### config.mk
export PLATFORM = sky130hd
export DESIGN_NAME = dcache_miss_ctrl
export DESIGN_NICKNAME = d
export VERILOG_FILES = /design/src/rtl/cpu_types_pkg.sv /design/src/rtl/dcache_miss_ctrl.sv
export SDC_FILE = /design/constraint.sdc
export NUM_CORES = 1
export LEC_CHECK = 0
export ABC_CLOCK_PERIOD_IN_PS = 2400
export CORE_AREA = 8 8 109 111
export DETAILED_ROUTE_END_ITERATION = 12
export DIE_AREA = 0 0 117 119
export DONT_BUFFER_PORTS = 1
export MAX_ROUTING_LAYER = met4
export PLACE_DENSITY = 0.44
export SLEW_MARGIN = 5
export SYNTH_ARGS = -nofsm -noshare
export SYNTH_HDL_FRONTEND = slang
export SYNTH_SLANG_ARGS = --single-unit
### constraint.sdc
create_clock -name CLK -period 2.4 [get_ports CLK]
set_input_delay 0.24 -clock CLK [delete_from_list [all_inputs] [get_ports CLK]]
set_output_delay 0.24 -clock CLK [all_outputs]
set_load 0.03 [all_outputs]
### src/rtl/cpu_types_pkg.sv
// Shared types and geometry for the data cache miss/flush controller.
package cpu_types_pkg;

  localparam int unsigned DSETS  = 8;
  localparam int unsigned DWAYS  = 2;
  localparam int unsigned TAG_W  = 26;
  localparam int unsigned IDX_W  = 3;
  localparam int unsigned WAY_W  = $clog2(DWAYS);
  localparam int unsigned FCNT_W = IDX_W + WAY_W;

  typedef enum logic [3:0] {
    IDLE = 4'd0,
    WB0  = 4'd1,
    WB1  = 4'd2,
    LD0  = 4'd3,
    LD1  = 4'd4,
    FCHK = 4'd5,
    FWB0 = 4'd6,
    FWB1 = 4'd7,
    DONE = 4'd8
  } dmc_state_t;

  typedef struct packed {
    logic [TAG_W-1:0] tag;
    logic [IDX_W-1:0] idx;
    logic             off;
    logic [1:0]       bytoff;
  } dcache_addr_t;

endpackage

### src/rtl/dcache_miss_ctrl.sv
// Miss handling (LRU victim, writeback, refill) and halt-time flush for the
// 2-way, 8-set, 2-word-block data cache.
module dcache_miss_ctrl
  import cpu_types_pkg::*;
(
  input  logic                CLK,
  input  logic                RST,
  input  logic                dmemREN,
  input  logic                dmemWEN,
  input  logic [31:0]         dmemaddr,
  input  logic                miss,
  input  logic                setsel,
  input  logic                halt,
  output logic [IDX_W-1:0]    rd_idx,
  output logic                rd_way,
  input  logic                vic_valid,
  input  logic                vic_dirty,
  input  logic [TAG_W-1:0]    vic_tag,
  input  logic [31:0]         vic_data0,
  input  logic [31:0]         vic_data1,
  output logic                dREN,
  output logic                dWEN,
  output logic [31:0]         daddr,
  output logic [31:0]         dstore,
  input  logic                dwait,
  input  logic [31:0]         dload,
  output logic                fill_en,
  output logic                fill_off,
  output logic [31:0]         fill_data,
  output logic [TAG_W-1:0]    fill_tag,
  output logic                set_valid,
  output logic                clr_dirty,
  output logic                flushed
);

  dmc_state_t        state;
  logic [DSETS-1:0]  lru;
  logic [FCNT_W-1:0] fcnt;
  logic              vway;
  dcache_addr_t      req;
  logic              req_v;
  logic              vic_wb;
  logic              fcnt_last;
  logic              unused_addr_bits;

  assign req       = dcache_addr_t'(dmemaddr);
  assign req_v     = dmemREN | dmemWEN;
  assign vic_wb    = vic_valid & vic_dirty;
  assign fcnt_last = (fcnt == FCNT_W'(DSETS * DWAYS - 1));

  // Offset/byte bits never matter here: blocks are fetched whole.
  assign unused_addr_bits = ^{req.off, req.bytoff};

  // Controller state, LRU bits, flush counter and latched victim way.
  always_ff @(posedge CLK) begin
    if (RST) begin
      state <= IDLE;
      lru   <= '0;
      fcnt  <= '0;
      vway  <= 1'b0;
    end else begin
      case (state)
        IDLE: begin
          if (halt) begin
            fcnt  <= '0;
            state <= FCHK;
          end else if (req_v) begin
            if (miss) begin
              vway  <= lru[req.idx];
              state <= vic_wb ? WB0 : LD0;
            end else begin
              lru[req.idx] <= ~setsel;
            end
          end
        end
        WB0:  if (!dwait) state <= WB1;
        WB1:  if (!dwait) state <= LD0;
        LD0:  if (!dwait) state <= LD1;
        LD1:  if (!dwait) state <= IDLE;
        FCHK: begin
          if (vic_wb) begin
            state <= FWB0;
          end else if (fcnt_last) begin
            state <= DONE;
          end else begin
            fcnt <= fcnt + FCNT_W'(1);
          end
        end
        FWB0: if (!dwait) state <= FWB1;
        FWB1: begin
          if (!dwait) begin
            if (fcnt_last) begin
              state <= DONE;
            end else begin
              fcnt  <= fcnt + FCNT_W'(1);
              state <= FCHK;
            end
          end
        end
        DONE:    state <= DONE;
        default: state <= IDLE;
      endcase
    end
  end

  // State-decoded memory/array controls; fill/valid/dirty strobes follow !dwait.
  always_comb begin
    rd_idx    = '0;
    rd_way    = 1'b0;
    dREN      = 1'b0;
    dWEN      = 1'b0;
    daddr     = '0;
    dstore    = '0;
    fill_en   = 1'b0;
    fill_off  = 1'b0;
    fill_data = '0;
    fill_tag  = '0;
    set_valid = 1'b0;
    clr_dirty = 1'b0;
    flushed   = 1'b0;
    case (state)
      IDLE: begin
        rd_idx = req.idx;
        rd_way = lru[req.idx];
      end
      WB0, WB1: begin
        rd_idx = req.idx;
        rd_way = vway;
        dWEN   = 1'b1;
        daddr  = {vic_tag, req.idx, (state == WB1), 2'b00};
        dstore = (state == WB1) ? vic_data1 : vic_data0;
      end
      LD0, LD1: begin
        rd_idx    = req.idx;
        rd_way    = vway;
        dREN      = 1'b1;
        daddr     = {req.tag, req.idx, (state == LD1), 2'b00};
        fill_en   = !dwait;
        fill_off  = (state == LD1);
        fill_data = dload;
        if (state == LD1) begin
          fill_tag  = req.tag;
          set_valid = !dwait;
          clr_dirty = !dwait;
        end
      end
      FCHK: begin
        rd_idx = fcnt[IDX_W-1:0];
        rd_way = fcnt[FCNT_W-1];
      end
      FWB0, FWB1: begin
        rd_idx    = fcnt[IDX_W-1:0];
        rd_way    = fcnt[FCNT_W-1];
        dWEN      = 1'b1;
        daddr     = {vic_tag, fcnt[IDX_W-1:0], (state == FWB1), 2'b00};
        dstore    = (state == FWB1) ? vic_data1 : vic_data0;
        clr_dirty = (state == FWB1) && !dwait;
      end
      DONE:    flushed = 1'b1;
      default: ;
    endcase
  end

endmodule

==> results.sh <==
export IMPL_seqPwrFrac=0.051
export IMPL_drtIter0Drc=274
export IMPL_critPathLaunchType="register"
export IMPL_clock_skew_ns=0.00190
export IMPL_cts_hold_buf=0
export IMPL_syn_cell_area_mm2=0.00235
export IMPL_cts_htree_levels=1
export IMPL_grt_pass1_wl_um=19400
export IMPL_netlist_top_cells_area="and2_1 17%, dfxtp_1 14%, a22oi_1 12%, a22o_1 11%, nor2_1 7.7%"
export IMPL_cp_max_fo=32
export IMPL_drv_cap=0
export IMPL_routabilityCongestion=0.882
export IMPL_initial_utilization=0.233
export IMPL_cts_tree="done"
export IMPL_first_global_vias=3020
export IMPL_post_cts_setup_buffer_count=0
export IMPL_worstSetupEndpointType="output port"
export IMPL_areaGrowthSynthToFinish_pct=55.3
export IMPL_ys_ff_latch=17
export IMPL_syn_inst=342
export IMPL_synth_area_leader_cell="and2_1"
export IMPL_pin_count=297
export IMPL_worstMarginPinSlew_ns=0.599
export IMPL_antenna_found_initial=4
export IMPL_grt_start_max_net_pins=61
export IMPL_avgViaCountPerCell=5.54
export IMPL_p_sw_mw=4.06
export IMPL_status="finished clean"
export IMPL_hold_path_class="primary input to register"
export IMPL_rsz0062_at_grt="false"
export IMPL_yosysSeqAreaShare=0.145
export IMPL_drt_total_wl_um=13800
export IMPL_first_pass_iters=4
export IMPL_vias=3017
export IMPL_yosysWarnings=0
export IMPL_async_flop_share=0
export IMPL_vdd_drop_max_mv=1.01
export IMPL_drive_gt1_frac=0.264
export IMPL_die_h_um=119
export IMPL_wl_per_cell_um=25.3
export IMPL_synth_edf_count=0
export IMPL_cts_root_buf="clkbuf_8"
export IMPL_cts_sinks=17
export IMPL_die_area_mm2=0.0139
export IMPL_maxSlewHeadroom=0.597
export IMPL_cp_arrival_ns=2.02
export IMPL_synth_ff_type="dfxtp_1"
export IMPL_slew_violations=0
export IMPL_clk_pin_slew_worst_paths_ns=0.07
export IMPL_power_density_mw_per_mm2=1980
export IMPL_nets=571
export IMPL_drcViolationCount=0
export IMPL_cts_resized_gates=0
export IMPL_synth_top_cell_area_share=0.165
export IMPL_numCtsBuffers=3
export IMPL_clock_fmax_ghz=0.443
export IMPL_setup_viol_count_final=0
export IMPL_hpwl_um=11900
export IMPL_core_area_mm2=0.0101
export IMPL_swShare=0.562
export IMPL_internal_power_mw=3.17
export IMPL_synth_distinct_cells=45
export IMPL_setup_tns_ns=0
export IMPL_fin_crit_sh=0.941
export IMPL_io_buffer_count=0
export IMPL_globalRouteOverflowTotal=0
export IMPL_finalNonFillerCells=545
export IMPL_pwr_share_clk=0.031
export IMPL_clk_path_buf_depth=2
export IMPL_ant_nets=0
export IMPL_clk_latency_ns=0.26
export IMPL_die_x_um=117
export IMPL_rows=37
export IMPL_grt_usage=0.186
export IMPL_hold_violations=0
export IMPL_path_class="register to output port"
export IMPL_worst_ep_required_time_ns=2.16
export IMPL_syn_avg_cell_area_um2=6.87
export IMPL_pwr_share_comb=0.917
export IMPL_leakage_nw=1.53
export IMPL_final_min_clock_period_ns=2.26
export IMPL_place_inst=537
stage by stage:
step	setup slack (ns)	power [mW]	instance area, µm²	utilization	hold slack [ns]
after floorplan	0.0850	4.11	2350	-	0.312
final	0.142	7.23	3650	0.362	0.0443
after CTS	0.114	7.31	3640	0.361	0.0388
after global placement	0.413	7.02	3590	0.356	0.316
after global routing	0.00729	7.55	3650	0.361	0.0331
after detailed placement	0.398	7.05	3590	0.356	0.315
final timing paths:
kind                 to  startpoint  slack [ns]  depth (start not counted)
min reg2reg     fcnt[3]     fcnt[3]        0.52                          2
min             fcnt[3]         RST        0.04                          1
max reg2reg    state[0]    state[1]        0.37                          4
max          dstore[24]    state[1]        0.14                          6
area by class of cell:
class,count,area [µm²]
diodes,4,10.0
well taps,136,170
clock buffers,3,41.3
clock inverters,1,5.00
repair buffers,94,1210
multi-input cells,285,1860
fillers,1045,6440
inverters,5,18.8
flip-flops and latches,17,342
Yosys cell counts (all sizes together) (2+ instances only):
cell	count
a22o	29
nand2	12
o21a	2
a311oi	9
nor2b	6
nor2	48
nor3	3
clkbuf	27
a22oi	36
o221ai	2
mux2	3
dfxtp	17
inv	5
o31ai	3
mux2i	3
a221oi	2
o21ai	4
buf	9
a31oi	11
nand3	7
or4	4
nand2b	2
nand3b	2
and2	62
a21oi	13
and3	3
a211oi	2
xnor2	2
metal layers:
metal,part of all wire,track usage
met5,0,-
met4,0.0095,0.0232
met3,0.11,0.0627
met2,0.49,0.315
met1,0.38,0.212
power by group through the flow:
stage	Sequential, mW	Clock (mW)	Combinational, mW
2_1_floorplan	0.338	0	3.77
3_3_place_gp	0.376	0	6.64
3_5_place_dp	0.378	0	6.67
4_1_cts	0.371	0.230	6.71
5_1_grt	0.378	0.244	6.93
6_report	0.371	0.227	6.63
cell usage in the layout, fill, tap and decap left out, drive strengths merged, types with 2 or more instances in the layout:
cell type  count
a22o          29
a311oi         9
a21oi         13
a211oi         2
nand3          7
o21a           2
o221ai         2
conb           2
nand3b         2
o21ai          4
a22oi         36
clkbuf         3
nand2b         2
buf           94
xnor2          2
or4            4
and2          62
mux2           3
inv            5
diode          4
nand2         12
mux2i          3
nor3           3
o31ai          3
and3           3
dfxtp         17
nor2          48
a31oi         11
a221oi         2
nor2b          6
kinds of logic after synthesis:
group	count (synthesis)	synth area share
and+or+nand+nor	153	0.349
adders and majority gates	1	0.00532
other	1	0.00160
DFF	17	0.145
muxes	6	0.0272
buffers and inverters	41	0.0735
xor gates and xnor gates	2	0.00746
AOI/OAI and AO/OA	121	0.391
registers in the layout, summed over array words and instances (netlist names):
signal and flops:
lru 8, fcnt 4, vway 1, state 4
worst max-delay path: stages, from the launching register on:
cell and delay [ns]:
dfxtp_1 0.61, inv_1 0.19, a22o_1 0.29, buf_12 0.17, a22oi_1 0.23, nor2_1 0.07
buf_4 0.19
No activity file was read; power rests on OpenSTA's default activity.
